==> src/rtl/dip_switch_pkg.sv <==
// Shared constants for the DIP-switch conditioning path: FSM encoding and default sizes.
package dip_switch_pkg;

  localparam logic [0:0] ST_IDLE     = 1'b0;
  localparam logic [0:0] ST_SETTLING = 1'b1;

  localparam int SWITCH_WIDTH            = 8;
  localparam int DEFAULT_DEBOUNCE_CYCLES = 10000;

endpackage

==> src/rtl/switch_debouncer_sync_2ff.sv <==
// Two-flop synchroniser for asynchronous pad inputs. Reusable for any pad bus.
module sync_2ff #(
  parameter int WIDTH = 8
) (
  input  logic             clk,
  input  logic             rst_n,
  input  logic [WIDTH-1:0] d_i,
  output logic [WIDTH-1:0] q_o
);

  logic [WIDTH-1:0] meta_q;
  logic [WIDTH-1:0] sync_q;

  always_ff @(posedge clk or negedge rst_n) begin
    if (!rst_n) begin
      meta_q <= '0;
      sync_q <= '0;
    end else begin
      meta_q <= d_i;
      sync_q <= meta_q;
    end
  end

  assign q_o = sync_q;

endmodule

==> src/rtl/switch_debouncer.sv <==
// DIP-switch debouncer: 2FF sync, stability timer, registered pattern plus change strobe.
// Build option SWITCH_REVERSE_EN presents sw_stable bit-reversed (pad bit 0 becomes MSB).
module switch_debouncer
  import dip_switch_pkg::*;
#(
  parameter int WIDTH           = SWITCH_WIDTH,
  parameter int DEBOUNCE_CYCLES = DEFAULT_DEBOUNCE_CYCLES,
  parameter int CNT_W           = 16
) (
  input  logic             clk,
  input  logic             rst_n,
  input  logic [WIDTH-1:0] sw_in,
  input  logic             enable,
  output logic [WIDTH-1:0] sw_stable,
  output logic             sw_changed,
  output logic             sw_settling
);

  localparam logic [CNT_W-1:0] CNT_LAST = CNT_W'(DEBOUNCE_CYCLES - 1);

  logic [WIDTH-1:0] sync2;
  logic [WIDTH-1:0] cand_q, cand_d;
  logic [WIDTH-1:0] stable_q, stable_d;
  logic [WIDTH-1:0] accepted_ord;
  logic [CNT_W-1:0] cnt_q, cnt_d;
  logic [0:0]       state_q, state_d;
  logic             changed_q, changed_d;

  sync_2ff #(
    .WIDTH (WIDTH)
  ) u_sync (
    .clk   (clk),
    .rst_n (rst_n),
    .d_i   (sw_in),
    .q_o   (sync2)
  );

  // Reordering happens before storage so the change strobe compares output-ordered values.
`ifdef SWITCH_REVERSE_EN
  for (genvar gi = 0; gi < WIDTH; gi++) begin : g_rev
    assign accepted_ord[gi] = cand_q[WIDTH-1-gi];
  end
`else
  assign accepted_ord = cand_q;
`endif

  always_comb begin
    state_d   = state_q;
    cand_d    = cand_q;
    cnt_d     = cnt_q;
    stable_d  = stable_q;
    changed_d = 1'b0;
    if (!enable) begin
      // Candidate keeps following the input so re-enable needs a fresh change to qualify.
      state_d = ST_IDLE;
      cnt_d   = '0;
      cand_d  = sync2;
    end else begin
      case (state_q)
        ST_IDLE: begin
          if (sync2 != cand_q) begin
            cand_d  = sync2;
            cnt_d   = '0;
            state_d = ST_SETTLING;
          end
        end
        ST_SETTLING: begin
          if (sync2 != cand_q) begin
            cand_d = sync2;
            cnt_d  = '0;
          end else if (cnt_q == CNT_LAST) begin
            stable_d  = accepted_ord;
            changed_d = (accepted_ord != stable_q);
            state_d   = ST_IDLE;
          end else begin
            cnt_d = cnt_q + CNT_W'(1);
          end
        end
        default: state_d = ST_IDLE;
      endcase
    end
  end

  always_ff @(posedge clk or negedge rst_n) begin
    if (!rst_n) begin
      state_q   <= ST_IDLE;
      cand_q    <= '0;
      cnt_q     <= '0;
      stable_q  <= '0;
      changed_q <= 1'b0;
    end else begin
      state_q   <= state_d;
      cand_q    <= cand_d;
      cnt_q     <= cnt_d;
      stable_q  <= stable_d;
      changed_q <= changed_d;
    end
  end

  assign sw_stable   = stable_q;
  assign sw_changed  = changed_q;
  assign sw_settling = (state_q == ST_SETTLING);

endmodule
==> config.mk <==
export PLATFORM = sky130hd
export DESIGN_NAME = switch_debouncer
export DESIGN_NICKNAME = d
export VERILOG_FILES = /design/src/rtl/dip_switch_pkg.sv /design/src/rtl/switch_debouncer_sync_2ff.sv /design/src/rtl/switch_debouncer.sv
export SDC_FILE = /design/constraint.sdc
export NUM_CORES = 1
export LEC_CHECK = 0
export CORE_MARGIN = 2
export CORE_UTILIZATION = 40
export CTS_CLUSTER_SIZE = 8
export DETAILED_ROUTE_END_ITERATION = 8
export SETUP_SLACK_MARGIN = 0.2
export SYNTH_ARGS = -nofsm -noshare
export SYNTH_HDL_FRONTEND = slang
export SYNTH_SLANG_ARGS = --single-unit
==> constraint.sdc <==
create_clock -name clk -period 2.6 [get_ports clk]
set_input_delay 0.39 -clock clk [delete_from_list [all_inputs] [get_ports clk]]
set_output_delay 0.39 -clock clk [all_outputs]
set_load 0.03 [all_outputs]
==> results_dict.tcl <==
set metrics [dict create \
    cts.repair.resized 0 \
    drv_slew 0 \
    cts.sinks 50 \
    detailed_place_hpwl_um 2700 \
    cap_violations 0 \
    dr_total_vias 1297 \
    rsz0062_at_grt "false" \
    worst_slew_pin_slew_ns 0.523 \
    grt_pass1_vias 1459 \
    ir_worst_vdd_mv 0.322 \
    core.rowCount 26 \
    crit_path_end_kind "output port" \
    cts_root_buffer "clkbuf_8" \
    final_layout_size_suffix_gt1_frac 0.125 \
    finalSetupViolCount 0 \
    track_usage 0.140 \
    wl_met3_um 147 \
    yosys_warnings 0 \
    final_cell_mix "dfrtp_1, clkdlybuf4s50_1, xor2_1" \
    ys_seq_area_frac 0.594 \
    finClkSkew_ns 0.00573 \
    cp_top_family "buffers and inverters" \
    slew_headroom 0.648 \
    required_ns 2.21 \
    cp_num_buf_inv 1 \
    synth_cell_type_count 38 \
    die_height_um 76.6 \
    die_area_mm2 0.00586 \
    cp.arrival_ns 1.65 \
    vias_per_cell 4.95 \
    clock.fmax_ghz 0.490 \
    grt_antenna_before_repair 0 \
    gp_congestion 0.802 \
    clock_latency_ns 0.30 \
    cts_inserted_buffers 5 \
    core-area_mm2 0.00511 \
    p_leak_nw 1.05 \
    antenna_cells 0 \
    fin_crit_ns 2.04 \
    async_flop_share 1.00 \
    final_util 0.483 \
    critPathLaunch "sw_settling$_DFF_PN0_" \
    cts_setup_buffers 0 \
    drt_iter0_drc 72 \
    top_layer "met4" \
    p_per_area_mw_per_mm2 532 \
    wirelength_um 3630 \
    io_pins 21 \
    crit_chain "clkdlybuf4s50_1" \
    numPortBuffers 20 \
    wl_met2_um 1910 \
    nNetsFinal 203 \
    hp-start "u_sync.meta_q[1]$_DFF_PN0_" \
    clkSlewWorstSetupHoldPaths_ns 0.08 \
    dp_slack_ns 0.636 \
    layout_commonest_cell "dfrtp_1" \
    critPathMaxFanout 11 \
    wire_per_inst_um 13.9 \
    finalSetupTns_ns 0 \
    hold_violations 0 \
    drc_errors 0 \
    netlist_area_mm2 0.00211 \
    met1_length_um 1540 \
    die_w_um 76.6 \
    synthCells 171 \
    area_delta_synth_final_pct 17.1 \
    holdWs_ns 0.354 \
    grt.overflow.total 0 \
    syn_nets 183 \
    postSynthAreaPerCell_um2 12.3 \
    timing.rr.start "cnt_q[0]$_DFFE_PN0P_" \
    grt_max_degree 38 \
    synthFlopType "dfrtp_1" \
    ys_ff_latch 50 \
    cts_hold_buf 1 \
    reg2reg_slack_ns 0.62 \
    power_mw 1.31 \
    start_kind "flip-flop" \
    cpPeakStageDelay_ns 0.75 \
    cts_tree "yes" \
    min_period_over_period 0.784 \
    synth-edff-count 0 \
    fin_ws_ns 0.561 \
    clock_tree.htree_level_count 2 \
    status "finished clean" \
    drt_pre_antenna_iters 4 \
    path_class "reg -> out" \
    clock_path_buffers 2 \
    worstHoldPathType "reg -> reg" \
    initial_core_util 0.412 \
    crit_slowest_cell "clkdlybuf4s50_1" \
    ant_nets 0 \
    grt_pass1_wl_um 6470 \
]
[flip-flops by register name, indices dropped and copies added, names as in the netlist]
signal         count
u_sync.meta_q      8
cnt_q             16
u_sync.q_o         8
sw_changed         1
sw_stable          8
sw_settling        1
accepted_ord       8
[routing by layer]
| layer | global-route usage | up-vias |
|---|---|---|
| li1 | - | 634 |
| met5 | 0 | - |
| met3 | 0.0462 | 6 |
| met1 | 0.155 | 632 |
| met4 | 0.0600 | 0 |
| met2 | 0.246 | 25 |
[final cells by class]
class                   instances  area [um2]
clock buffers                   6        72.6
clock inverters                 2        17.5
fillers                       478        2640
inverters                       4        15.0
multi-input cells             107         801
flip-flops and latches         50        1250
well taps                      70        87.6
repair buffers                 23         220
[stage by stage]
step	cell area (um2)	std cells
finish	2460	262
global placement	2360	253
floorplan	2110	171
global route	2460	262
detailed placement	2360	253
CTS	2460	262
[path summary, 6_finish.rpt]
kind,endpoint,cells past startpoint
worst min-delay path,u_sync.q_o[1]$_DFF_PN0_,0
worst min register to register,u_sync.q_o[1]$_DFF_PN0_,0
worst max-delay path,sw_settling,1
worst max register to register,sw_stable[7]$_DFFE_PN0P_,5
max in group asynchronous,accepted_ord[1]$_DFFE_PN0P_,3
min in group asynchronous,cnt_q[9]$_DFFE_PN0P_,2
[Yosys cell counts, types with 4 or more instances]
master	count	share of area
dfrtp_1	50	0.59
xor2_1	18	0.075
nor2_1	14	0.025
clkbuf_1	9	0.016
nand2_1	7	0.012
nor3_1	7	0.017
a21oi_1	6	0.014
xnor2_1	6	0.025
nand3_1	5	0.012
nor4_1	5	0.015
inv_1	4	0.0071
mux2_1	4	0.021
mux2_2	4	0.021
nand4_1	4	0.012
[kinds of logic after synthesis]
group                    Yosys count  synth area share
flip-flops                        50             0.594
multiplexers                       9            0.0475
XOR/XNOR                          24            0.0998
adder cells (fa/ha/maj)            1           0.00594
AO/OA/AOI/OAI                     13            0.0458
buffers and inverters             14            0.0255
AND/OR/NAND/NOR                   60             0.181
[where the power goes]
group / switching [mW] / total, mW / internal, mW / leakage (nW)
clock: 0.246 / 0.441 / 0.195 / 0.0458
combinational: 0.0314 / 0.0589 / 0.0275 / 0.367
sequential: 0.0159 / 0.812 / 0.797 / 0.641
(Power assumes the default switching activity.)
